===== src/rtl/env_gen.sv =====
// env_gen: gated ADSR envelope generator for one FM operator.
// Output is a log-domain attenuation word. Zero means full level and all-ones means silence.
// Attack is exponential toward zero. Decay and release are linear toward silence.
module env_gen #(
  parameter int asz = 9,
  parameter int csz = 14
) (
  input  logic           clk,
  input  logic           reset_n,
  input  logic           ena,
  input  logic           gate,
  input  logic [3:0]     attack_rate,
  input  logic [3:0]     decay_rate,
  input  logic [3:0]     sustain_lvl,
  input  logic [3:0]     release_rate,
  output logic [asz-1:0] atten,
  output logic [2:0]     state,
  output logic           busy
);

  typedef enum logic [2:0] {
    ST_IDLE    = 3'd0,
    ST_ATTACK  = 3'd1,
    ST_DECAY   = 3'd2,
    ST_SUSTAIN = 3'd3,
    ST_RELEASE = 3'd4
  } env_state_t;

  localparam logic [csz:0] CNT_ONE_W = {{csz{1'b0}}, 1'b1};
  localparam logic [csz-1:0] CNT_ONE = {{(csz-1){1'b0}}, 1'b1};
  localparam logic [asz:0] LVL_ONE_W = {{asz{1'b0}}, 1'b1};
  localparam logic [asz-1:0] LVL_ONE = {{(asz-1){1'b0}}, 1'b1};

  env_state_t     cur_st, nxt_st;
  logic [asz-1:0] atten_r, nxt_atten;
  logic [csz-1:0] cnt;
  logic           gate_q;
  logic           busy_r;
  logic           rise, fall;
  logic           tick_a, tick_d, tick_r;
  logic [asz-1:0] target;
  logic [asz-1:0] att_step;

  // Rate r ticks when the low (15-r) prescaler bits are all zero; rate 0 never ticks.
  function automatic logic rate_tick(input logic [3:0] r, input logic [csz-1:0] c);
    logic [csz:0] one_hot;
    logic [csz:0] mask;
    if (r == 4'd0) return 1'b0;
    one_hot = CNT_ONE_W << (5'd15 - {1'b0, r});
    mask    = one_hot - CNT_ONE_W;
    return (c & mask[csz-1:0]) == '0;
  endfunction

  // Subtract with a one-bit-wider intermediate so the result clamps at zero.
  function automatic logic [asz-1:0] sat_sub(input logic [asz-1:0] a, input logic [asz-1:0] b);
    logic [asz:0] d;
    d = {1'b0, a} - {1'b0, b};
    return d[asz] ? '0 : d[asz-1:0];
  endfunction

  // Increment with a one-bit-wider intermediate so the result clamps at silence.
  function automatic logic [asz-1:0] sat_inc(input logic [asz-1:0] a);
    logic [asz:0] s;
    s = {1'b0, a} + LVL_ONE_W;
    return s[asz] ? '1 : s[asz-1:0];
  endfunction

  assign rise     = gate & ~gate_q;
  assign fall     = ~gate & gate_q;
  assign tick_a   = ena & rate_tick(attack_rate, cnt);
  assign tick_d   = ena & rate_tick(decay_rate, cnt);
  assign tick_r   = ena & rate_tick(release_rate, cnt);
  assign target   = {sustain_lvl, {(asz-4){1'b0}}};
  assign att_step = (atten_r >> 4) + LVL_ONE;

  // Registered state, level, prescaler and gate history; reset parks at silence.
  always_ff @(posedge clk or negedge reset_n) begin
    if (!reset_n) begin
      cnt     <= '0;
      gate_q  <= 1'b0;
      cur_st  <= ST_IDLE;
      atten_r <= '1;
      busy_r  <= 1'b0;
    end else begin
      if (ena) cnt <= cnt + CNT_ONE;
      gate_q  <= gate;
      cur_st  <= nxt_st;
      atten_r <= nxt_atten;
      busy_r  <= (nxt_st != ST_IDLE);
    end
  end

  // Next state and level: gate edges win over level steps, so an edge clk never steps.
  always_comb begin
    nxt_st    = cur_st;
    nxt_atten = atten_r;
    if (rise) begin
      nxt_st = ST_ATTACK;
      if (attack_rate == 4'hf) begin
        nxt_atten = '0;
        nxt_st    = ST_DECAY;
      end
    end else if (fall) begin
      if (cur_st == ST_ATTACK || cur_st == ST_DECAY || cur_st == ST_SUSTAIN)
        nxt_st = ST_RELEASE;
    end else begin
      case (cur_st)
        ST_ATTACK: begin
          if (tick_a) begin
            nxt_atten = sat_sub(atten_r, att_step);
            if (nxt_atten == '0) nxt_st = ST_DECAY;
          end
        end
        ST_DECAY: begin
          if (atten_r >= target) nxt_st = ST_SUSTAIN;
          else if (tick_d) nxt_atten = sat_inc(atten_r);
        end
        ST_RELEASE: begin
          if (tick_r) begin
            nxt_atten = sat_inc(atten_r);
            if (nxt_atten == '1) nxt_st = ST_IDLE;
          end
        end
        default: begin
          nxt_st    = cur_st;
          nxt_atten = atten_r;
        end
      endcase
    end
  end

  assign atten = atten_r;
  assign state = cur_st;
  assign busy  = busy_r;

endmodule

===== config.mk =====
export PLATFORM = sky130hd
export DESIGN_NAME = env_gen
export DESIGN_NICKNAME = d
export VERILOG_FILES = /design/src/rtl/env_gen.sv
export SDC_FILE = /design/constraint.sdc
export NUM_CORES = 1
export LEC_CHECK = 0
export BUFFER_PORTS_ARGS = -buffer_cell sky130_fd_sc_hd__clkbuf_2
export CAP_MARGIN = 20
export CORE_MARGIN = 3
export CORE_UTILIZATION = 52
export CTS_CLUSTER_DIAMETER = 150
export DETAILED_ROUTE_END_ITERATION = 8
export PLACE_DENSITY_LB_ADDON = 0.15
export SLEW_MARGIN = 40
export SYNTH_ARGS = -nofsm -noshare
export SYNTH_HDL_FRONTEND = slang
export SYNTH_SLANG_ARGS = --single-unit

===== constraint.sdc =====
create_clock -name clk -period 3.26 [get_ports clk]
set_clock_uncertainty 0.15 [all_clocks]
set_input_delay 0.489 -clock clk [delete_from_list [all_inputs] [get_ports clk]]
set_output_delay 0.489 -clock clk [all_outputs]
set_load 0.01 [all_outputs]

Yosys cells after proc, flatten, opt, wreduce, memory -nomap -nowiden
Cells that the tools add are included.
Word-level totals
  latch bits: 0
  bits in registers: 28
  memory bits (writable): 0
  memories kept: 0
  bits in read-only memories: 0
  logic and storage cells: 82
Cells by class
  $add $sub $neg: 10
  multiply operators: 0
  mux-type cells: 29
  magnitude comparators: 1
  div/mod/pow operators: 0
  reductions and logical operators: 12
  equality and inequality tests: 12
  bitwise gates (word level): 10
  shifts and indexed selects: 3
Operator list (count)
  2-to-1 mux 9 bit: 9
  AND 14 bit: 3
  zero test 14 bit: 3
  left shift 1 x 5 -> 14 bit (first input constant): 3
  subtractor 14 x 1 -> 14 bit (second input constant): 3
  case mux 9 bit (3 select lines): 1
  2-to-1 mux 3 bit: 8
  subtractor 4 x 4 -> 5 bit (first input constant): 3
  adder 14 x 1 -> 14 bit (second input constant): 1
  zero test 4 bit: 3
  inequality test 3 bit (second input constant): 4
  adder 9 x 1 -> 10 bit (second input constant): 1
  subtractor 9 x 6 -> 10 bit: 1
  equality test 9 bit (second input constant): 1
  greater-or-equal comparator 9 bit: 1
  zero test 9 bit: 1
  2-to-1 mux 1 bit: 9
  case mux 3 bit (3 select lines): 1
  AND reduction 7 bit: 1
  adder 5 x 1 -> 6 bit (second input constant): 1
  equality test 3 x 2 -> 1 bit (second input constant): 2
  AND 1 bit: 5
  equality test 4 bit (second input constant): 1
  nonzero test 4 bit: 1
  8 further kinds: 10

Depth between registers and ports, before layout
Gate-level depths: netlist of run 1.
  word-level depth: 12
  gate-level depth with buffers: 13
  depth with buffers taken out: 12

Least setup slack after synthesis of run 1
Ideal clock, no wire load.
  path kind: input-to-reg
  start: input port decay_rate[0]
  end: register atten_r[0], in the netlist atten[0]
  cell stages on the path: 12
  path buffers: 2
  library setup time: 0.082 ns
  data required time: 3.028 ns
  arrival: 2.812 ns
  setup slack: 0.216 ns
  cells stage by stage: buf_6 -> nand4b_1 -> ha_1 -> and2b_2 -> a2111oi_4 -> o221ai_1 -> nor4_1 -> a41o_1 -> o21ai_2 -> and2_4 -> buf_6 -> mux2_4
On the way
  word-level cells in the longest chain between the ends: 9
  elaborated cells on any way between the ends: 11
  those cells by class: add/sub (2); eq/ne (1); shift (1); mux (2); bitwise (2); reduce/logical (3)
RTL lines
  start, declared: RTL line 13  | input logic [3:0] decay_rate,
  subtractor 4 x 4 -> 5 bit: RTL line 49  | one_hot = CNT_ONE_W << (5'd15 - {1'b0, r});
  left shift 1 x 5 -> 14 bit: RTL line 49
  subtractor 14 x 1 -> 14 bit: RTL line 50  | mask = one_hot - CNT_ONE_W;
  AND 14 bit: RTL line 51  | return (c & mask[csz-1:0]) == '0;
  zero test 14 bit: RTL line 51
  2-to-1 mux 1 bit (*): RTL line 49
  AND 1 bit (*): RTL line 71  | assign tick_d = ena & rate_tick(decay_rate, cnt);
  inequality test 3 bit (no line) (*)
  AND reduction 7 bit (no line) (*)
  end signal, assigned: RTL line 88  | atten_r <= nxt_atten;
  end, declared: RTL line 35  | logic [asz-1:0] atten_r, nxt_atten;
Mark *: on every way between the ends. The rest lies on a longest branch, timed or not.
A chain may end at the register's enable or synchronous reset.

Worst setup path in the final report of run 1
  start: register atten_r[4], in the netlist atten[4]
  end: register busy_r, in the netlist busy
On the way
  word-level cells in the longest chain between the ends: 10
  elaborated cells on any way between the ends: 17
  those cells by class: add/sub (3); order compare (1); eq/ne (1); mux (10); reduce/logical (2)
RTL lines
  adder 5 x 1 -> 6 bit: RTL line 74  | assign att_step = (atten_r >> 4) + LVL_ONE;
  subtractor 9 x 6 -> 10 bit: RTL line 57  | d = {1'b0, a} - {1'b0, b};
  2-to-1 mux 9 bit: RTL line 58  | return d[asz] ? '0 : d[asz-1:0];
  zero test 9 bit: RTL line 111  | if (nxt_atten == '0) nxt_st = ST_DECAY;
  2-to-1 mux 3 bit: RTL line 111
  2-to-1 mux 3 bit: RTL line 109  | if (tick_a) begin
  case mux 3 bit (3 select lines) (*): RTL line 107  | case (cur_st)
  2-to-1 mux 3 bit (*): RTL line 103  | end else if (fall) begin
  2-to-1 mux 3 bit (*): RTL line 97  | if (rise) begin
  nonzero test 3 bit (*): RTL line 89  | busy_r <= (nxt_st != ST_IDLE);
  end signal, assigned: RTL line 89
  end, declared: RTL line 38  | logic busy_r;
Marked as above.

==> results of run 1 <==
critical path, stage by stage, from the launching register on:
cell and delay (ps):
sky130_fd_sc_hd__dfstp_2 610, sky130_fd_sc_hd__inv_1 60, sky130_fd_sc_hd__ha_1 190, sky130_fd_sc_hd__inv_1 70, sky130_fd_sc_hd__fa_1 200, sky130_fd_sc_hd__nand2b_1 160
sky130_fd_sc_hd__a21oi_1 100, sky130_fd_sc_hd__buf_4 170, sky130_fd_sc_hd__or4b_1 510, sky130_fd_sc_hd__o21ai_2 90, sky130_fd_sc_hd__nor2_1 60, sky130_fd_sc_hd__nand4_1 120
sky130_fd_sc_hd__a21oi_1 90, sky130_fd_sc_hd__or3_1 370
registers in the layout, indices dropped and copies added, names as in the netlist:
name,cells
busy,1
gate_q,1
state,3
cnt,14
atten,9
power by group:
part	switching [mW]	total, mW	internal, mW
sequential	0.180	0.672	0.493
clock	0.120	0.284	0.165
combinational	0.940	1.64	0.703
layout make-up:
type	instances	area [µm²]	share of cell area (%)
Multi-Input combinational cell	295	2027	61.41
Sequential cell	28	711.9	21.57
Timing Repair Buffer	54	325.3	9.856
Tap cell	72	90.09	2.729
Inverter	20	75.07	2.274
Clock buffer	3	41.29	1.251
Clock inverter	1	30.03	0.9098
cell families (layout without fill, tap and decap cells):
logic type	count (synthesis)	after routing	share of synthesized area (%)
simple gates	143	143	26.85
compound gates	111	111	25.56
buf+inv	47	78	9.419
flops	28	28	23.61
xor+xnor	21	21	6.100
fa+ha+maj	17	17	7.220
mux	3	3	1.245
cells in the final DEF (no fill, tap or decap), types with 5 or more instances in the layout:
cell / instances
sky130_fd_sc_hd__a2111oi_0: 5
sky130_fd_sc_hd__a21oi_1: 32
sky130_fd_sc_hd__a31oi_1: 8
sky130_fd_sc_hd__buf_4: 22
sky130_fd_sc_hd__clkbuf_2: 32
sky130_fd_sc_hd__dfrtp_1: 19
sky130_fd_sc_hd__dfstp_2: 9
sky130_fd_sc_hd__ha_1: 15
sky130_fd_sc_hd__inv_1: 20
sky130_fd_sc_hd__nand2_1: 27
sky130_fd_sc_hd__nand2b_1: 14
sky130_fd_sc_hd__nand3_1: 9
sky130_fd_sc_hd__nand4_1: 10
sky130_fd_sc_hd__nand4b_1: 6
sky130_fd_sc_hd__nor2_1: 32
sky130_fd_sc_hd__nor3_1: 9
sky130_fd_sc_hd__o21ai_0: 18
sky130_fd_sc_hd__o2bb2ai_1: 5
sky130_fd_sc_hd__o31ai_1: 6
sky130_fd_sc_hd__xnor2_1: 18
worst min path at each step:
stage                              startpoint             endpoint  depth (start not counted)
after global placement    cnt[13]$_DFFE_PN0P_  cnt[13]$_DFFE_PN0P_                          1
final                                 reset_n  cnt[13]$_DFFE_PN0P_                          1
after global routing                  reset_n  cnt[13]$_DFFE_PN0P_                          1
after CTS                             reset_n  cnt[13]$_DFFE_PN0P_                          1
after detailed placement  cnt[13]$_DFFE_PN0P_  cnt[13]$_DFFE_PN0P_                          1
after floorplan                       reset_n       busy$_DFF_PN0_                          0
what timing repair did:
action                     in CTS  in global routing
setup endpoints to repair       0                  1
hold buffers                    0                  0
resized for setup               0                  3
buffers inserted                0                  2
layer usage:
metal  vias up  track usage, %
li1       1435               -
met1      1450           40.16
met2       148           33.60
met3        10           3.471
met4         0           4.651
met5         -               0
==> flow_results.xml, run 1 <==
<?xml version="1.0" encoding="UTF-8"?>
<metrics>
  <group name="outcome">
    <metric name="outcome" unit="">complete, no violations</metric>
  </group>
  <group name="timing">
    <metric name="period_minus_slack" unit="ps">3071</metric>
    <metric name="relSlewSlack" unit="%">52.46</metric>
    <metric name="fin_tns_setup" unit="ps">0</metric>
    <metric name="hold-worst-slack" unit="ps">86.03</metric>
    <metric name="setup_viol" unit="">0</metric>
    <metric name="rsz0062_at_grt" unit="">no</metric>
    <metric name="max_slew.worst_pin.slew" unit="ps">713.1</metric>
    <metric name="fmax" unit="MHz">325.6</metric>
    <metric name="final_min_period_over_clock_period" unit="%">94.22</metric>
    <metric name="layout_setup_ws" unit="ps">188.6</metric>
    <metric name="hold_violations" unit="">0</metric>
    <metric name="drv_slew" unit="">0</metric>
  </group>
  <group name="layout">
    <metric name="areaGrowthSynthToFinish" unit="%">9.461</metric>
    <metric name="final.fill_count" unit="">513</metric>
    <metric name="share_of_the_core_filled_with_cells" unit="%">59.21</metric>
    <metric name="final_net_count" unit="">438</metric>
    <metric name="final_layout_size_suffix_gt1_share" unit="%">22.44</metric>
    <metric name="fin_area" unit="µm²">3301</metric>
    <metric name="layoutNonFillerInstCount" unit="">473</metric>
    <metric name="antenna_cells_inserted" unit="">0</metric>
  </group>
  <group name="placed_design">
    <metric name="place.gp.congestion" unit="">0.9380</metric>
    <metric name="dpl.hpwl" unit="mm">6.143</metric>
    <metric name="post-place-cells" unit="">467</metric>
    <metric name="placement.cell_area" unit="µm²">3207</metric>
    <metric name="number_of_buffer_cells_added_on_primary_ports" unit="">32</metric>
    <metric name="place_ws" unit="ps">155.9</metric>
  </group>
  <group name="detailed_routing">
    <metric name="detail_route.first_pass.iterations" unit="">5</metric>
    <metric name="ant_nets" unit="">0</metric>
    <metric name="topRoutingLayerUsed" unit="">met4</metric>
    <metric name="vias" unit="">3043</metric>
    <metric name="route.met2.wl" unit="mm">3.495</metric>
    <metric name="route.detailed.drc" unit="">0</metric>
    <metric name="via_per_inst" unit="">6.433</metric>
    <metric name="finalWirelength" unit="mm">8.170</metric>
    <metric name="wirelength_met1" unit="mm">3.899</metric>
    <metric name="wl_met3" unit="µm">707</metric>
    <metric name="first_iter_violations" unit="">348</metric>
    <metric name="post_drt_wl_per_cell" unit="µm">17.27</metric>
  </group>
  <group name="yosys">
    <metric name="synthDistinctLibCells" unit="">68</metric>
    <metric name="total_number_of_yosys_warnings" unit="">0</metric>
    <metric name="synth.largest_area_cell" unit="">sky130_fd_sc_hd__dfrtp_1</metric>
    <metric name="ys_dominant_reg_cell" unit="">sky130_fd_sc_hd__dfrtp_1</metric>
    <metric name="synth_top_cells_by_count" unit="">33 x sky130_fd_sc_hd__a21oi_1, 32 x sky130_fd_sc_hd__nor2_1, 27 x sky130_fd_sc_hd__nand2_1</metric>
    <metric name="synth_async_sr_flop_share" unit="%">100.0</metric>
    <metric name="postSynthRegisterBits" unit="">28</metric>
    <metric name="synth_cells" unit="">370</metric>
    <metric name="synth.avg_cell_area" unit="µm²">8.150</metric>
    <metric name="synth_top_cells_by_area" unit="">sky130_fd_sc_hd__dfrtp_1 16%, sky130_fd_sc_hd__dfstp_2 7.8%, sky130_fd_sc_hd__ha_1 6.2%</metric>
    <metric name="cell_with_the_most_instances_after_synthesis" unit="">sky130_fd_sc_hd__a21oi_1</metric>
    <metric name="synth_edf_count" unit="">0</metric>
    <metric name="syn-num-nets" unit="">406</metric>
    <metric name="post_synth_instance_area" unit="µm²">3015</metric>
    <metric name="share_of_the_yosys_chip_area_belonging_to_registers" unit="%">23.61</metric>
    <metric name="yosysTopAreaCellShare" unit="%">15.77</metric>
  </group>
  <group name="grt">
    <metric name="vias_in_the_first_global_route" unit="">2543</metric>
    <metric name="grt_first_pass_wirelength" unit="mm">12.88</metric>
    <metric name="overall_global_routing_resource_usage" unit="%">24.57</metric>
    <metric name="overflow" unit="">0</metric>
    <metric name="maximum_number_of_pins_on_one_net_before_global_route_repair" unit="">29</metric>
    <metric name="grt_antenna_before_repair" unit="">0</metric>
  </group>
  <group name="critical_path">
    <metric name="worstPathRequired" unit="ps">3280</metric>
    <metric name="setup.worst_path.start" unit="">atten[4]$_DFFE_PN1P_</metric>
    <metric name="worst_setup_path_endpoint" unit="">busy$_DFF_PN0_</metric>
    <metric name="critPathKind" unit="">register to register</metric>
    <metric name="ff2ff_setup_slack" unit="ps">190</metric>
    <metric name="ff2ff_path_depth" unit="">13</metric>
    <metric name="cp_data_arrival_time" unit="ps">3090</metric>
    <metric name="worst_setup_path_end_kind" unit="">register</metric>
    <metric name="reg2reg_to" unit="">busy$_DFF_PN0_</metric>
    <metric name="crit_path_start_kind" unit="">register</metric>
    <metric name="critical_path.reg2reg.startpoint" unit="">atten[4]$_DFFE_PN1P_</metric>
    <metric name="critPathMaxFanout" unit="">7</metric>
  </group>
  <group name="pwr">
    <metric name="power_per_cell_area" unit="nW/µm²">787.5</metric>
    <metric name="finalPower" unit="mW">2.599</metric>
    <metric name="ir_drop" unit="µV">561.9</metric>
    <metric name="leakage" unit="nW">1.384</metric>
  </group>
  <group name="clock_tree">
    <metric name="clk-insertion-delay-late" unit="ps">280</metric>
    <metric name="cts-buffers-inserted" unit="">3</metric>
    <metric name="clockRootBuffer" unit="">sky130_fd_sc_hd__clkbuf_8</metric>
    <metric name="cts.reportedPaths.clkPinSlew" unit="ps">100</metric>
    <metric name="h-tree-depth" unit="">1</metric>
    <metric name="cts_num_sinks" unit="">28</metric>
    <metric name="cts_tree" unit="">done</metric>
    <metric name="clockBufferDepth" unit="">2</metric>
  </group>
  <group name="die">
    <metric name="floorplan.die_area" unit="µm²">6749</metric>
    <metric name="floorplan.initialDensity" unit="%">54.10</metric>
    <metric name="floorplan.io_pins" unit="">33</metric>
    <metric name="core_region_area" unit="µm²">5574</metric>
    <metric name="floorplan.die.width" unit="µm">82.15</metric>
    <metric name="floorplan.die.height" unit="µm">82.15</metric>
    <metric name="rows" unit="">27</metric>
  </group>
  <group name="worst_hold_path">
    <metric name="hp-class" unit="">input pin to asynchronous set/reset pin</metric>
  </group>
  <group name="job">
    <metric name="maxCapViolCount" unit="">0</metric>
  </group>
</metrics>
(Power assumes the default switching activity.)
==> run 2, diff against run 1 <==
Settings changed: ABC_AREA from default to 1.
Clock period 3.26 ns to 2.9 ns, I/O delays scaled along.
==> flow_results.xml, run 2 <==
<?xml version="1.0" encoding="UTF-8"?>
<metrics>
  <group name="pwr">
    <metric name="comb_power_share" unit="%">67.1</metric>
    <metric name="finalPower" unit="mW">3.090</metric>
    <metric name="cell_internal_pwr" unit="mW">1.453</metric>
    <metric name="net_switching_share_of_the_total_power" unit="%">52.96</metric>
    <metric name="clock_power_share" unit="%">8.1</metric>
    <metric name="ir_drop" unit="µV">439.9</metric>
    <metric name="power_per_cell_area" unit="nW/µm²">912.6</metric>
    <metric name="leakage" unit="nW">1.847</metric>
    <metric name="power_switching" unit="mW">1.636</metric>
    <metric name="seqPwrFrac" unit="%">24.8</metric>
  </group>
  <group name="yosys">
    <metric name="synthDistinctLibCells" unit="">31</metric>
    <metric name="ys_dominant_reg_cell" unit="">sky130_fd_sc_hd__dfrtp_1</metric>
    <metric name="synth_async_sr_flop_share" unit="%">100.0</metric>
    <metric name="synth.largest_area_cell" unit="">sky130_fd_sc_hd__nand2_1</metric>
    <metric name="synth_edf_count" unit="">0</metric>
    <metric name="yosysTopAreaCellShare" unit="%">16.79</metric>
    <metric name="synth_top_cells_by_count" unit="">134 x sky130_fd_sc_hd__nand2_1, 80 x sky130_fd_sc_hd__inv_1, 63 x sky130_fd_sc_hd__nor2_1</metric>
    <metric name="synth_cells" unit="">503</metric>
    <metric name="synth.avg_cell_area" unit="µm²">5.955</metric>
    <metric name="post_synth_instance_area" unit="µm²">2995</metric>
    <metric name="synth_top_cells_by_area" unit="">sky130_fd_sc_hd__nand2_1 17%, sky130_fd_sc_hd__dfrtp_1 16%, sky130_fd_sc_hd__inv_1 10%</metric>
    <metric name="syn-num-nets" unit="">539</metric>
    <metric name="total_number_of_yosys_warnings" unit="">0</metric>
    <metric name="postSynthRegisterBits" unit="">28</metric>
    <metric name="share_of_the_yosys_chip_area_belonging_to_registers" unit="%">23.77</metric>
    <metric name="cell_with_the_most_instances_after_synthesis" unit="">sky130_fd_sc_hd__nand2_1</metric>
  </group>
  <group name="layout">
    <metric name="final_net_count" unit="">580</metric>
    <metric name="final_layout_size_suffix_gt1_share" unit="%">12.71</metric>
    <metric name="flip_flop_count_of_the_largest_register_after_layout" unit="">14</metric>
    <metric name="mostFrequentLayoutCells" unit="">133 x sky130_fd_sc_hd__nand2_1, 80 x sky130_fd_sc_hd__inv_1, 63 x sky130_fd_sc_hd__nor2_1, 55 x sky130_fd_sc_hd__nand3_1, 36 x sky130_fd_sc_hd__o21ai_0</metric>
    <metric name="mostFrequentLayoutCell" unit="">sky130_fd_sc_hd__nand2_1</metric>
    <metric name="antenna_cells_inserted" unit="">0</metric>
    <metric name="final.fill_count" unit="">548</metric>
    <metric name="areaGrowthSynthToFinish" unit="%">13.03</metric>
    <metric name="top_register" unit="">cnt</metric>
  </group>
  <group name="clock_tree">
    <metric name="cts.reportedPaths.clkPinSlew" unit="ps">100</metric>
    <metric name="cts_num_sinks" unit="">28</metric>
    <metric name="h-tree-depth" unit="">1</metric>
    <metric name="cts-buffers-inserted" unit="">3</metric>
    <metric name="cts_tree" unit="">done</metric>
    <metric name="clockBufferDepth" unit="">2</metric>
    <metric name="cts_hold_repair.buffers" unit="">0</metric>
    <metric name="clockRootBuffer" unit="">sky130_fd_sc_hd__clkbuf_8</metric>
    <metric name="clk-insertion-delay-late" unit="ps">280</metric>
  </group>
  <group name="grt">
    <metric name="grt.met2_usage" unit="%">42.00</metric>
    <metric name="grt_first_pass_wirelength" unit="mm">14.17</metric>
    <metric name="gr-max-usage-layer" unit="">met2</metric>
    <metric name="grt_antenna_before_repair" unit="">0</metric>
    <metric name="globalRouteMet3Util" unit="%">3.509</metric>
    <metric name="maximum_number_of_pins_on_one_net_before_global_route_repair" unit="">29</metric>
    <metric name="overall_global_routing_resource_usage" unit="%">27.20</metric>
    <metric name="overflow" unit="">0</metric>
    <metric name="gr-usage-met1" unit="%">40.40</metric>
    <metric name="vias_in_the_first_global_route" unit="">3001</metric>
  </group>
  <group name="critical_path">
    <metric name="timing.critical_path.max_delay_family" unit="">simple AND/OR/NAND/NOR gates</metric>
    <metric name="ff2ff_path_depth" unit="">16</metric>
    <metric name="cpMaxStageDelayCell" unit="">sky130_fd_sc_hd__dfstp_2</metric>
    <metric name="critical_path.reg2reg.startpoint" unit="">atten[4]$_DFFE_PN1P_</metric>
    <metric name="critPathBufInv" unit="">3</metric>
    <metric name="ff2ff_setup_slack" unit="ps">200</metric>
    <metric name="critPathKind" unit="">register to register</metric>
    <metric name="worstPathRequired" unit="ps">2930</metric>
    <metric name="most_frequent_cell_on_the_critical_path" unit="">sky130_fd_sc_hd__nand2_1</metric>
    <metric name="reg2reg_to" unit="">busy$_DFF_PN0_</metric>
    <metric name="critPathMaxFanout" unit="">5</metric>
    <metric name="crit_path_start_kind" unit="">register</metric>
    <metric name="cp_cell_sequence" unit="">inv_1 &gt; ha_1 &gt; inv_1 &gt; fa_1 &gt; inv_1 &gt; nand2_1 &gt; nand2_1 &gt; nand3_1 &gt; a21oi_2 &gt; nor2_1 &gt; nor2_1 &gt; nand3_1 &gt; nand2_1 &gt; nand2_1 &gt; a21oi_1 &gt; nand2_1</metric>
    <metric name="worst_path_largest_cell_delay" unit="ps">410</metric>
    <metric name="cp_data_arrival_time" unit="ps">2730</metric>
    <metric name="worst_setup_path_end_kind" unit="">register</metric>
  </group>
  <group name="placed_design">
    <metric name="dpl.hpwl" unit="mm">6.627</metric>
    <metric name="number_of_buffer_cells_added_on_primary_ports" unit="">32</metric>
    <metric name="place_ws" unit="ps">-32.83</metric>
    <metric name="place.gp.congestion" unit="">0.9815</metric>
  </group>
  <group name="timing">
    <metric name="fmax" unit="MHz">370.3</metric>
    <metric name="relSlewSlack" unit="%">49.19</metric>
    <metric name="hold-worst-slack" unit="ps">55.51</metric>
    <metric name="final_min_period_over_clock_period" unit="%">93.12</metric>
    <metric name="max_slew.worst_pin.slew" unit="ps">762.1</metric>
    <metric name="layout_setup_ws" unit="ps">199.4</metric>
    <metric name="hold_violations" unit="">0</metric>
    <metric name="setup_viol" unit="">0</metric>
    <metric name="drv_slew" unit="">0</metric>
    <metric name="period_minus_slack" unit="ps">2701</metric>
    <metric name="fin_tns_setup" unit="ps">0</metric>
  </group>
  <group name="die">
    <metric name="floorplan.die.height" unit="µm">81.90</metric>
    <metric name="floorplan.io_pins" unit="">33</metric>
    <metric name="floorplan.die_area" unit="µm²">6707</metric>
    <metric name="floorplan.initialDensity" unit="%">54.07</metric>
    <metric name="core_region_area" unit="µm²">5540</metric>
    <metric name="floorplan.die.width" unit="µm">81.90</metric>
    <metric name="rows" unit="">27</metric>
  </group>
  <group name="detailed_routing">
    <metric name="via_per_inst" unit="">5.566</metric>
    <metric name="ant_nets" unit="">0</metric>
    <metric name="first_iter_violations" unit="">366</metric>
    <metric name="detail_route.first_pass.iterations" unit="">5</metric>
    <metric name="vias" unit="">3423</metric>
    <metric name="route.detailed.drc" unit="">0</metric>
    <metric name="finalWirelength" unit="mm">8.541</metric>
    <metric name="post_drt_wl_per_cell" unit="µm">13.89</metric>
  </group>
  <group name="outcome">
    <metric name="outcome" unit="">complete, no violations</metric>
  </group>
  <group name="job">
    <metric name="maxCapViolCount" unit="">0</metric>
  </group>
  <group name="worst_hold_path">
    <metric name="hp-class" unit="">input pin to asynchronous set/reset pin</metric>
  </group>
</metrics>
[run 2: cell type report]
cell class                      instances  area (µm²)  area share, %
Multi-Input combinational cell        388        1973          58.28
Sequential cell                        28       711.9          21.03
Inverter                               80       300.3          8.869
Clock buffer                            4       55.05          1.626
Timing Repair Buffer                   43       255.2          7.539
Tap cell                               72       90.09          2.661
[run 2: worst register-to-register path, delay by kind of cell, from the launching register on]
family                     cells  cell delay (ps)
AOI/OAI and AO/OA              2              340
adders and majority gates      2              630
buffers and inverters          3              330
DFF                            1              410
and+or+nand+nor                9              740
[run 2: how the worst max path moves through the flow]
stage	start	end	slack, ps	cells after the start
finish	atten[4]$_DFFE_PN1P_	busy$_DFF_PN0_	200	16
global route	atten[4]$_DFFE_PN1P_	busy$_DFF_PN0_	-7	16
CTS	atten[6]$_DFFE_PN1P_	busy$_DFF_PN0_	20	14
detailed placement	atten[6]$_DFFE_PN1P_	busy$_DFF_PN0_	-30	14
global placement	atten[6]$_DFFE_PN1P_	busy$_DFF_PN0_	-70	14
floorplan	atten[5]$_DFFE_PN1P_	busy$_DFF_PN0_	410	15
[run 2: power groups by stage]
stage	Sequential, mW	Clock [mW]	Combinational [mW]
3_5_place_dp	0.792	0	1.86
6_report	0.765	0.250	2.07
5_1_grt	0.787	0.278	2.36
3_3_place_gp	0.791	0	1.84
2_1_floorplan	0.765	0	1.33
4_1_cts	0.785	0.263	1.88
[run 2: cell families after synthesis]
group                    after synthesis  synth area share (%)
AO/OA/AOI/OAI                         76                 13.41
XOR/XNOR                              13                 3.801
buffers and inverters                 87                 11.36
adder cells (fa/ha/maj)               16                 6.934
AND/OR/NAND/NOR                      283                 40.73
flip-flops                            28                 23.77
[run 2: routing by layer]
metal	vias to the layer above	wire length [µm]
li1	1704	-
met1	1566	3992
met2	143	3793
met3	10	681
met4	0	73
met5	-	0
[run 2: per-stage QoR]
step                cells  utilization (%)  instance area [µm²]
finish                615            61.11                 3386
global route          615            61.11                 3386
CTS                   611            60.03                 3326
detailed placement    607            59.03                 3271
global placement      607            59.03                 3271
floorplan             503                -                 2995
[run 2: what timing repair did]
item | 4_1_cts | 5_1_grt
hold endpoints to repair | 0 | 0
pin swaps | 0 | 1
gates resized for setup | 1 | 6
setup endpoints to repair | 2 | 3
gates cloned | 0 | 0
buffers inserted | 0 | 4
